File: config.mk
export PLATFORM = sky130hd
export DESIGN_NAME = core_sequencer
export DESIGN_NICKNAME = d
export VERILOG_FILES = /design/src/rtl/seq_pkg.sv /design/src/rtl/run_counter.sv /design/src/rtl/core_sequencer.sv
export SDC_FILE = /design/constraint.sdc
export NUM_CORES = 1
export LEC_CHECK = 0
export ABC_AREA = 1
export CORE_MARGIN = 5
export CORE_UTILIZATION = 42
export DETAILED_ROUTE_END_ITERATION = 10
export GPL_ROUTABILITY_DRIVEN = 0
export PLACE_DENSITY = 0.82
export SLEW_MARGIN = 20
export SYNTH_ARGS = -nofsm -noshare
export SYNTH_HDL_FRONTEND = slang
export SYNTH_SLANG_ARGS = --single-unit
File: constraint.sdc
create_clock -name clk -period 1.65 [get_ports clk]
set_input_delay 0.33 -clock clk [delete_from_list [all_inputs] [get_ports clk]]
set_output_delay 0.33 -clock clk [all_outputs]
set_load 0.02 [all_outputs]
File: src/rtl/seq_pkg.sv
// Shared types and defaults for the core sequencer.
// State encoding and the counter/limit defaults live here.
package seq_pkg;

  localparam int          CW_DEF   = 16;
  localparam int unsigned TMAX_DEF = 32'h0000_FFFF;

  typedef enum logic [2:0] {
    S_IDLE,
    S_LOAD,
    S_RESET_CORE,
    S_RUN,
    S_DONE
  } state_t;

endpackage

File: src/rtl/run_counter.sv
// Saturating run-cycle counter.
// Raises terminal at TMAX-1 and stops there.
module run_counter
  import seq_pkg::*;
#(
  parameter int          CW   = CW_DEF,
  parameter int unsigned TMAX = TMAX_DEF
) (
  input  logic          clk,
  input  logic          clear,
  input  logic          enable,
  output logic [CW-1:0] count,
  output logic          terminal
);

  localparam logic [CW-1:0] LAST = CW'(TMAX - 1);

  assign terminal = (count == LAST);

  always_ff @(posedge clk) begin
    if (clear)
      count <= '0;
    else if (enable && !terminal)
      count <= count + CW'(1);
  end

endmodule

File: src/rtl/core_sequencer.sv
// Load / reset / run / done sequencer for a CPU core.
// Preloads data memory, holds core reset, times the run.
module core_sequencer
  import seq_pkg::*;
#(
  parameter int          CW   = CW_DEF,
  parameter int unsigned TMAX = TMAX_DEF
) (
  input  logic          clk,
  input  logic          reset,
  input  logic          start,
  input  logic          ld_valid,
  output logic          ld_ready,
  input  logic [7:0]    ld_addr,
  input  logic [7:0]    ld_data,
  input  logic          ld_last,
  input  logic          core_done,
  output logic          core_reset,
  output logic          mem_wr_en,
  output logic [7:0]    mem_addr,
  output logic [7:0]    mem_dat,
  output logic          busy,
  output logic          finished,
  output logic [CW-1:0] cycle_cnt,
  output logic          timeout
);

  state_t state, state_n;
  logic   rc_q, rc_n;
  logic   to_n;
  logic   cnt_clear, cnt_en, terminal;

  run_counter #(
    .CW   (CW),
    .TMAX (TMAX)
  ) u_cnt (
    .clk      (clk),
    .clear    (reset || cnt_clear),
    .enable   (cnt_en),
    .count    (cycle_cnt),
    .terminal (terminal)
  );

  always_ff @(posedge clk) begin
    if (reset) begin
      state   <= S_IDLE;
      rc_q    <= 1'b0;
      timeout <= 1'b0;
    end else begin
      state   <= state_n;
      rc_q    <= rc_n;
      timeout <= to_n;
    end
  end

  always_comb begin
    state_n    = state;
    rc_n       = 1'b0;
    to_n       = timeout;
    core_reset = 1'b1;
    ld_ready   = 1'b0;
    busy       = 1'b0;
    finished   = 1'b0;
    cnt_clear  = 1'b0;
    cnt_en     = 1'b0;
    unique case (state)
      S_IDLE: begin
        if (start)
          state_n = S_LOAD;
      end
      S_LOAD: begin
        ld_ready = 1'b1;
        busy     = 1'b1;
        if (ld_valid && ld_last)
          state_n = S_RESET_CORE;
      end
      S_RESET_CORE: begin
        busy      = 1'b1;
        cnt_clear = 1'b1;
        to_n      = 1'b0;
        rc_n      = !rc_q;
        if (rc_q)
          state_n = S_RUN;
      end
      S_RUN: begin
        core_reset = 1'b0;
        busy       = 1'b1;
        cnt_en     = 1'b1;
        // cycle_cnt is still 0 in the first RUN cycle, masking a stale done
        if (core_done && (cycle_cnt != '0)) begin
          state_n = S_DONE;
          to_n    = 1'b0;
        end else if (terminal) begin
          state_n = S_DONE;
          to_n    = 1'b1;
        end
      end
      S_DONE: begin
        finished = 1'b1;
        if (start)
          state_n = S_LOAD;
      end
      default: state_n = S_IDLE;
    endcase
    if (reset)
      ld_ready = 1'b0;
  end

  assign mem_wr_en = ld_valid && ld_ready;
  assign mem_addr  = ld_addr;
  assign mem_dat   = ld_data;

endmodule

## After elaboration in Yosys (flattened, before gate mapping)

Index checks and enable logic that the tools add are counted.

- Register bits: 21
- Bits of input ports: 22
- Output and inout bits: 38
- Logic and storage cells: 46

- Add/sub/neg operators: 1
- Eq/ne operators: 9
- Mux-type cells: 16
- Bitwise logic cells: 1
- Reduce and logical (&&, ||, !) cells: 15

Operator list:

| cell | count |
|---|---|
| 16-bit by 1-bit adder with 16-bit output, second input constant | 1 |
| 16-bit == test, second input constant | 1 |
| 16-bit nonzero test | 1 |
| 3-bit 2-to-1 mux | 5 |
| 3-bit case mux with 4 select lines | 1 |
| 1-bit 2-to-1 mux | 9 |
| 3-bit by 2-bit == test with 1-bit output, second input constant | 2 |
| 1-bit logical AND | 4 |
| 2-bit != test, second input constant | 2 |
| 4-bit AND reduction | 1 |
| 2-bit OR reduction | 2 |
| 3-bit by 1-bit == test with 1-bit output, second input constant | 1 |
| 3-bit == test, second input constant | 1 |
| 3-bit zero test | 1 |
| 3-bit by 2-bit != test with 1-bit output, second input constant | 1 |
| 3-bit OR reduction | 1 |
| 1-bit zero test | 2 |
| 2-bit by 1-bit != test with 1-bit output, second input constant | 1 |
| 1-bit case mux with 2 select lines | 1 |
| 2-bit AND reduction | 1 |
| 2-bit nonzero test | 1 |
| 1-bit logical OR | 1 |
| 1-bit inverter | 1 |

## Longest topological paths before layout

Gate-level depths: netlist of the first run.

- Depth in word-level cells: 4
- Depth in mapped cells: 10
- Depth with buffers taken out: 10

## Cells and area by module

From an unflattened synthesis of the first run, not the netlist that was laid out.

- Cells, all modules: 238
- Area, all modules: 1,541.5 µm²

Modules (own cells, without submodules):

| module | times used | cells each | area each (µm²) | seq. area each (µm²) |
|---|---|---|---|---|
| run_counter | 1 | 152 | 1,028.5 | 320.3 |
| core_sequencer | 1 | 86 | 513.0 | 100.1 |

## Worst setup path after synthesis of the first run

OpenSTA, ideal clock, no wires.

- Path kind: reg2reg
- Start: register u_cnt.count[0]
- End: register u_cnt.count[8]
- Library setup time: 141 ps
- Arrival time: 1,476 ps
- Data required time: 1,509 ps
- Path slack: 34 ps
- Stages on the path, launching flop included: 11
- Buffers on the path: 2
- Clock period less this slack: 1,616 ps
- Cells stage by stage: dfxtp_1 inv_1 ha_1 nand3_1 nor3_4 nand2_2 nand2_2 buf_6 buf_12 nand2_1 a21oi_2

- Longest elaborated chain between the ends: 3
- Elaborated cells on any way between the ends: 4
- Classes of those cells: add/sub: 1; eq/ne: 1; reduce/logical: 2

RTL lines:

| element | RTL line | text |
|---|---|---|
| from (decl) | run_counter.sv:12 | `output logic [CW-1:0] count,` |
| from (signal assigned) | run_counter.sv:24 | `count <= count + CW'(1);` |
| branches (longest 3 deep; another with 16-bit by 1-bit adder with 16-bit output) | n/a |  |

Several ways; the timed one is not identified.
A chain may end at the register's enable or synchronous reset.

## Worst setup path after layout of the first run

- Start: register timeout
- End: output port timeout

RTL lines:

| element | RTL line | text |
|---|---|---|
| from (decl) | core_sequencer.sv:25 | `output logic timeout` |
| from (signal assigned) | core_sequencer.sv:52 | `timeout <= to_n;` |

No word-level cell between the ends.

==> impl_metrics.yaml, run 1 <==
worst_setup_path:
  cpPeakStageDelay_ns: 0.61
  cp_data_required_time_ns: 1.32
  reg2regPathDepth: 10
  cp_num_cells: 1
  r2r-start: "u_cnt.count[0]$_SDFFE_PP0P_"
  crit_path_start_kind: "flop"
  reg2reg_slack_ns: 0.06
  cp-end-kind: "primary output"
  cp_max_fo: 2
  timing.critical_path.slowest_stage_cell: "clkdlybuf4s50_1"
  cp_cell_sequence: "clkdlybuf4s50_1"
  crit_family: "buffers and inverters"
  critical_path_class: "flop to primary output"
  timing.rr.end: "u_cnt.count[11]$_SDFFE_PP0P_"
  crit_end: "timeout"
  cp.arrival_ns: 1.27
  crit_path_start: "timeout$_SDFFE_PP0P_"
  crit_buf_inv: 1
drt:
  drt_drc_violations_left: 0
  ant_nets: 0
  wl_per_cell_um: 11.7
  viasPerCell: 4.85
  dr.pass1.iters: 4
  drtIter0Drc: 67
  wirelength_um: 3310
  num_vias: 1376
place:
  placed_cells: 276
  port_buffers: 27
  hpwl_um: 2400
  dpl_cell_area_um2: 1700
synthesis:
  avgSynthCellArea_um2: 6.77
  synth_warnings: 0
  syn_area_um2: 1420
  synth.most_common_cell: "nand2_1"
  ys_ff_latch: 21
  netlist_instances: 209
  synthTopCellsByCount: "nand2_1 (56), nor2_1 (35), dfxtp_1 (21)"
  synth-edff-count: 0
  yosysTopAreaCellShare_pct: 29.7
  ys_top_cells_by_area: "dfxtp_1 (30%), nand2_1 (15%), nor2_1 (9.3%)"
  ys.flop_type: "dfxtp_1"
  synth.largest_area_cell: "dfxtp_1"
  synthArstFlopShare_pct: 0
  ys_seq_area_share_pct: 29.7
  syn_nets: 234
  ys_types: 23
flow_run:
  maxCapViolCount: 0
die:
  ios: 60
  placementRows: 21
  die_area_um2: 4630
  core_um2: 3310
  die_w_um: 68.0
  dieHeight_um: 68.0
  start_util_pct: 42.7
timing:
  fin_skew_ns: 0.0115
  fmax_mhz: 626
  min_period_ns: 1.60
  worst_pin_slew_ns: 0.270
  setup-violations-final: 0
  maxSlewViolCount: 0
  rsz0062_at_grt: "true"
  maxSlewHeadroom_pct: 82.0
  post-route-period-util_pct: 96.9
  finalHoldViolCount: 0
final_layout:
  antenna_cells: 0
  syn_to_final_growth_pct: 26.4
  postLayoutCoreUtil_pct: 54.0
  fin_cells: 284
  multi_input_area_um2: 821
  nNetsFinal: 264
  seqCellArea_um2: 425
  final_area_um2: 1790
  drive_gt1_share_pct: 23.9
  fillers: 320
clock_network:
  clkTransAtPathRegs_ns: 0.12
  root_buffer: "clkbuf_4"
  clk_latency_ns: 0.32
  holdBufCountCts: 0
  cts_max_level: 1
  clockBufferDepth: 2
  cts_buffers: 3
  tritoncts: "yes"
  clock-sinks: 21
worst_hold_path:
  min_path_type: "flop to flop"
global_routing:
  grt_pass1_wl_um: 4890
  antenna_found_initial: 0
  overflow: 0
  grt_pass1_vias: 1129
  track_usage_pct: 13.5
  grt_start_max_net_pins: 14
pwr:
  leakage_nw: 0.816
  power_density_nw_per_um2: 943
  vdd_drop_max_v: 0.000612
status:
  outcome: "complete, no violations"
-- metal layers --
layer | vias up | wire length (um) | GRT usage, %
li1 | 699 | - | -
met1 | 627 | 1560 | 18.5
met2 | 42 | 1540 | 21.7
met3 | 8 | 129 | 0.985
met4 | 0 | 78 | 5.96
met5 | - | 0 | 0
-- layout by cell type (no fill, tap or decap), drive strengths merged --
cell type | netlist | routed
a21oi | 18 | 18
and3 | 1 | 1
buf | 20 | 21
clkbuf | 0 | 5
clkdlybuf4s50 | 0 | 6
clkinv | 0 | 1
dfxtp | 21 | 21
dlygate4sd2 | 0 | 16
ha | 3 | 3
inv | 14 | 14
nand2 | 62 | 62
nand3 | 9 | 9
nor2 | 36 | 36
nor3 | 3 | 3
nor3b | 1 | 1
o21ai | 8 | 8
xnor2 | 6 | 6
xor2 | 7 | 7
-- how the worst min path moves through the flow --
stage               slack, ns            start              end  cells after the start
floorplan                0.40  rc_q$_SDFF_PP0_  rc_q$_SDFF_PP0_                      1
global placement         0.41  rc_q$_SDFF_PP0_  rc_q$_SDFF_PP0_                      1
detailed placement       0.42  rc_q$_SDFF_PP0_  rc_q$_SDFF_PP0_                      1
CTS                      0.44  rc_q$_SDFF_PP0_  rc_q$_SDFF_PP0_                      1
global route             0.46  rc_q$_SDFF_PP0_  rc_q$_SDFF_PP0_                      1
finish                   0.44  rc_q$_SDFF_PP0_  rc_q$_SDFF_PP0_                      1
-- per-stage QoR --
stage | setup slack [ns] | hold slack [ns] | setup TNS, ns | power, W
6_report | 0.0517 | 0.441 | 0 | 0.00169
5_1_grt | -0.0417 | 0.464 | -0.243 | 0.00181
3_5_place_dp | -0.302 | 0.421 | -0.503 | 0.00136
3_3_place_gp | -0.272 | 0.411 | -0.435 | 0.00133
4_1_cts | -0.0160 | 0.442 | -0.0160 | 0.00159
2_1_floorplan | 0.0338 | 0.399 | 0 | 0.00111
-- cells by family after synthesis --
family | synth area share (%)
buffers and inverters | 15.0
and+or+nand+nor | 33.2
AOI/OAI and AO/OA | 11.3
xor gates and xnor gates | 8.05
adders and majority gates | 2.65
DFF | 29.7
-- area by class of cell --
class | instances | share of cell area (%)
Tap cell | 46 | 3.22
Sequential cell | 21 | 23.8
Clock buffer | 3 | 1.26
Multi-Input combinational cell | 154 | 45.9
Inverter | 14 | 2.94
Timing Repair Buffer | 45 | 22.7
Clock inverter | 1 | 0.280
-- flip-flops by register name, indices dropped and copies added, names as in the netlist --
signal,flops
state,3
u_cnt.count,16
rc_q,1
timeout,1
-- repair_timing --
action	CTS	global route
resized for setup	31	27
gates cloned	0	2
pin swaps	0	3
buffers inserted	0	2
endpoints found under the setup margin	21	13
-- report_power, final --
part,switching [W],internal [W]
registers,0.0000408,0.000559
clock network,0.000170,0.0000906
logic,0.000482,0.000345
No activity file was read; power rests on OpenSTA's default activity.
==> run 2, diff against run 1 <==
SETUP_SLACK_MARGIN = 0.2   (was not set)
==> run 2 against run 1 <==
Against the previous run:
- register-to-register slack gained 0.02 ns
- clock-buffer cell count grew 1
- global-route usage grew 3.4 points
- clock power shrank 2%
- cell count grew 3.5%
- clock skew shrank 0.0073 ns
- fmax grew 1.7%
- die area is the same
- worst hold slack lost 0.090 ns
- via count grew 11%
- flip-flop and latch count is the same
- setup slack gained 0.027 ns
- critical endpoint is now state[0]$_SDFFE_PP0P_
- largest cell class unchanged
==> impl_metrics.yaml, run 2 (synthesized netlist as in run 1, its figures left out) <==
final_layout:
  fin_cells: 294
  antenna_cells: 0
  largest_reg_flops: 16
  syn_to_final_growth_pct: 52.9
  final_common_cell: "nand2_1"
  mostFrequentLayoutCells: "nand2_1 (42), nor2_1 (27), buf_4 (18)"
  top_register: "u_cnt.count"
  final_area_um2: 2160
  top_regs: "u_cnt.count: 16 flops, state: 3 flops"
  nNetsFinal: 274
  seqCellArea_um2: 470
  fillers: 269
  multi_input_area_um2: 1020
  drive_gt1_share_pct: 48.0
die:
  ios: 60
  die_area_um2: 4630
  core_um2: 3310
  die_w_um: 68.0
  dieHeight_um: 68.0
  start_util_pct: 42.7
  placementRows: 21
drt:
  num_vias: 1529
  wirelength_um: 4470
  drt_drc_violations_left: 0
  drtIter0Drc: 88
  ant_nets: 0
  dr.pass1.iters: 4
  viasPerCell: 5.20
  wl_per_cell_um: 15.2
clock_network:
  clock-sinks: 21
  clockBufferDepth: 2
  cts_buffers: 3
  clkTransAtPathRegs_ns: 0.12
  holdBufCountCts: 0
  tritoncts: "yes"
  clk_latency_ns: 0.31
  cts_max_level: 1
  root_buffer: "clkbuf_4"
timing:
  hold_ws_ns: 0.351
  worst_pin_slew_ns: 0.330
  maxSlewViolCount: 0
  min_period_ns: 1.57
  rsz0062_at_grt: "true"
  maxSlewHeadroom_pct: 78.0
  fin_skew_ns: 0.00419
  fmax_mhz: 636
  finalHoldViolCount: 0
  post-route-period-util_pct: 95.2
  setup-violations-final: 0
global_routing:
  grt_pass1_wl_um: 6100
  track_usage_pct: 17.0
  grt_start_max_net_pins: 12
  antenna_found_initial: 0
  overflow: 0
  grt_pass1_vias: 1360
pwr:
  pwr-share-comb_pct: 59.5
  switching_share_pct: 44.1
  power_density_nw_per_um2: 990
  seqPwrFrac_pct: 28.6
  vdd_drop_max_v: 0.000840
  p_clk_share_pct: 11.9
  power.switching_w: 0.000944
  p_int_w: 0.00120
  leakage_nw: 0.915
place:
  placed_cells: 273
  port_buffers: 27
  hpwl_um: 2350
  dpl_cell_area_um2: 1690
worst_setup_path:
  crit_buf_inv: 2
  cp_cell_sequence: "inv_4 > buf_6 > ha_1 > nand2_1 > nor2_1 > nand2_1 > nand2_2 > nand3_4 > a21oi_2 > nor2_2"
  crit_path_start_kind: "flop"
  cp-end-kind: "flop"
  cp_data_required_time_ns: 1.86
  cpPeakStageDelay_ns: 0.38
  cp_max_fo: 3
  crit_family: "simple AND/OR/NAND/NOR gates"
  timing.critical_path.slowest_stage_cell: "dfxtp_4"
  reg2reg_slack_ns: 0.08
  cp.arrival_ns: 1.78
  crit_path_frequent_cell: "nand2_1"
  critical_path_class: "flop to flop"
flow_run:
  maxCapViolCount: 0
worst_hold_path:
  min_path_type: "input pin to flop"
status:
  outcome: "complete, no violations"
run 2: cell count changes in the layout (fill, tap and decap cells not counted), moves of 7 or more:
cell,change
buf_6,+8
nand2_1,-13
dfxtp_4,+10
a21oi_2,+7
a21oi_1,-7
dfxtp_1,-16
nand2_2,+8
run 2: cell type report:
class,instances,share of cell area [%]
flip-flops and latches,21,21.7
multi-input cells,154,47.1
clock buffers,4,1.21
repair buffers,54,24.1
inverters,14,2.83
well taps,46,2.66
repair inverters,1,0.347
run 2: power groups by stage:
stage / Sequential, W / Clock, W / Combinational (W)
after CTS: 0.000615 / 0.000258 / 0.000993
after detailed placement: 0.000602 / 0 / 0.000728
after global placement: 0.000600 / 0 / 0.000717
after floorplan: 0.000619 / 0 / 0.000492
after global routing: 0.000623 / 0.000275 / 0.00134
final: 0.000613 / 0.000254 / 0.00127
run 2: worst register-to-register path, stage by stage (launching register included):
cell and delay (ns):
dfxtp_4 0.38, inv_4 0.07, buf_6 0.11, ha_1 0.17
nand2_1 0.07, nor2_1 0.13, nand2_1 0.10, nand2_2 0.12
nand3_4 0.11, a21oi_2 0.16, nor2_2 0.05
run 2: repair_timing:
action	4_1_cts	5_1_grt
pin swaps	9	16
cloned	2	0
buffers inserted	9	6
gates resized for setup	92	54
endpoints found under the setup margin	38	29
hold endpoints to repair	0	0
run 2: path summary, 6_finish.rpt:
check | cells after the start | end | start
max | 10 | state[0]$_SDFFE_PP0P_ | u_cnt.count[0]$_SDFFE_PP0P_
min | 3 | rc_q$_SDFF_PP0_ | reset
max reg2reg | 10 | state[0]$_SDFFE_PP0P_ | u_cnt.count[0]$_SDFFE_PP0P_
min reg2reg | 1 | rc_q$_SDFF_PP0_ | rc_q$_SDFF_PP0_
run 2: routing by layer:
layer	part of all wire [%]	routed length (um)	up-vias	track usage, %
met3	6.0	267	7	3.12
met1	42	1870	739	20.9
met5	0	0	-	0
met4	1.6	71	0	4.71
li1	-	-	723	-
met2	51	2260	60	29.8
run 2: through the flow:
step	worst slack (ns)	utilization (%)	total power, W	setup TNS [ns]
floorplan	0.199	-	0.00111	0
global placement	-0.271	50.9	0.00132	-0.430
detailed placement	-0.277	50.9	0.00133	-0.441
CTS	0.118	59.0	0.00187	0
global route	0.00152	65.3	0.00224	0
finish	0.0784	65.3	0.00214	0
==> run 3, diff against run 2 <==
CORE_ASPECT_RATIO = 0.5   (was not set)
==> run 3 against run 2 <==
Against the previous run:
- first-iteration DRC count rose by 100%
- critical endpoint is now u_cnt.count[10]$_SDFFE_PP0P_
- clock power rose by 44%
- largest cell class unchanged
- critical path type unchanged
- combinational power fell by 16%
- utilization rose by 1.6 points
- clock skew rose by 0.0068 ns
- register-to-register slack improved by 0.05 ns
- via count fell by 0.26%
==> impl_metrics.yaml, run 3 (synthesized netlist as in run 1, its figures left out) <==
final_layout:
  top_regs: "u_cnt.count: 16 flops, state: 3 flops"
  fillers: 259
  top_register: "u_cnt.count"
  final_common_cell: "nand2_1"
  mostFrequentLayoutCells: "nand2_1 (41), nor2_1 (26), nand2_2 (16), dlygate4sd2_1 (16), buf_4 (15)"
  drive_gt1_share_pct: 46.3
  nNetsFinal: 268
  seqCellArea_um2: 464
  syn_to_final_growth_pct: 47.6
  antenna_cells: 0
  largest_reg_flops: 16
  multi_input_area_um2: 980
timing:
  fmax_mhz: 658
  worst_pin_slew_ns: 0.266
  layout_setup_ws_ns: 0.131
  maxSlewHeadroom_pct: 82.2
  post-route-period-util_pct: 92.0
  hold_ws_ns: 0.417
  maxSlewViolCount: 0
  min_period_ns: 1.52
  setup-violations-final: 0
  fin_skew_ns: 0.0110
  rsz0062_at_grt: "true"
  finalHoldViolCount: 0
clock_network:
  holdBufCountCts: 0
  root_buffer: "clkbuf_8"
  tritoncts: "yes"
  clockBufferDepth: 2
  cts_max_level: 1
  clock-sinks: 21
  clkTransAtPathRegs_ns: 0.09
  clk_latency_ns: 0.28
  cts_buffers: 3
global_routing:
  track_usage_pct: 16.9
  antenna_found_initial: 0
  overflow: 0
  grt_pass1_wl_um: 6420
  grt_start_max_net_pins: 14
  grt_pass1_vias: 1373
pwr:
  seqPwrFrac_pct: 30.2
  p_int_w: 0.00120
  pwr-share-comb_pct: 52.1
  power.switching_w: 0.000856
  leakage_nw: 0.929
  vdd_drop_max_v: 0.00104
  power_density_nw_per_um2: 984
  p_clk_share_pct: 17.7
  p_total_w: 0.00206
  switching_share_pct: 41.7
die:
  core_um2: 3120
  dieHeight_um: 51.0
  placementRows: 14
  start_util_pct: 45.4
  die_w_um: 92.1
  ios: 60
  die_area_um2: 4700
status:
  outcome: "complete, no violations"
place:
  hpwl_um: 2390
  port_buffers: 27
  pre_cts_slack_ns: -0.296
drt:
  drtIter0Drc: 176
  wl_per_cell_um: 15.3
  num_vias: 1525
  viasPerCell: 5.41
  drt_drc_violations_left: 0
  wirelength_um: 4320
  ant_nets: 0
  dr.pass1.iters: 6
worst_setup_path:
  cp.arrival_ns: 1.74
  cpPeakStageDelay_ns: 0.39
  cp_data_required_time_ns: 1.87
  crit_path_start_kind: "flop"
  cp-end-kind: "flop"
  critical_path_class: "flop to flop"
  cp_cell_sequence: "buf_4 > ha_4 > nand3_4 > inv_2 > nand2_2 > nor2_2 > xor2_1 > nand2_2 > a21oi_2"
  timing.critical_path.slowest_stage_cell: "dfxtp_4"
  crit_path_frequent_cell: "nand2_2"
  cp_max_fo: 5
worst_hold_path:
  min_path_type: "input pin to flop"
flow_run:
  maxCapViolCount: 0
run 3: changes by cell type in the layout (fill, tap and decap cells not counted), sizes merged:
cell / change
inv: +1
clkinvlp: -2
dlygate4sd2: +3
clkdlybuf4s15: -2
clkbuf: -2
clkinv: +1
buf: -5
run 3: area by class of cell:
cell class	count	area share, %
clock inverter	1	0.240
clock buffer	3	1.98
timing repair buffer	49	23.1
sequential	21	22.2
inverter	14	3.12
multi-input combinational	154	46.9
tap	40	2.40
run 3: metal layers:
layer  vias to the layer above  part of all wire [%]  GRT usage (%)
met1                       710                    40           19.6
met4                         0                   4.6           7.64
met5                         -                     0              0
met2                        82                    47           30.0
li1                        707                     -              -
met3                        26                   8.5           4.69
run 3: worst paths after layout:
path                                             startpoint                      endpoint  slack (ns)  depth (start not counted)
worst max register to register  u_cnt.count[0]$_SDFFE_PP0P_  u_cnt.count[10]$_SDFFE_PP0P_        0.13                          9
worst min-delay path                                  reset               rc_q$_SDFF_PP0_        0.42                          3
worst min register to register              rc_q$_SDFF_PP0_               rc_q$_SDFF_PP0_        0.43                          1
worst max-delay path            u_cnt.count[0]$_SDFFE_PP0P_  u_cnt.count[10]$_SDFFE_PP0P_        0.13                          9
run 3: what timing repair did:
item,CTS,global route
setup buffers,7,3
gates cloned,2,0
pin swaps,18,16
endpoints found under the hold margin,0,0
gates resized for setup,95,40
endpoints found under the setup margin,34,28
run 3: per-stage QoR:
stage	TNS (ns)	std cells	util, %	cell area (um^2)
3_3_place_gp	-0.441	266	54.4	1700
5_1_grt	0	282	67.0	2090
6_report	0	282	67.0	2090
4_1_cts	0	279	62.9	1960
3_5_place_dp	-0.505	266	54.4	1700
2_1_floorplan	0	209	-	1440
run 3: worst max-delay path, delay by kind of cell, from the launching register on:
family                     cells  cell delay, ns
AOI/OAI and AO/OA              1            0.12
xor gates and xnor gates       1            0.18
adders and majority gates      1            0.15
buffers and inverters          2            0.23
DFF                            1            0.39
and+or+nand+nor                4            0.38
run 3: power groups by stage:
stage                     sequential, W  combinational [W]  clock (W)
final                          0.000621            0.00107   0.000365
after global routing           0.000630            0.00115   0.000389
after CTS                      0.000609           0.000967   0.000360
after detailed placement       0.000607           0.000751          0
after global placement         0.000603           0.000732          0
after floorplan                0.000619           0.000492          0
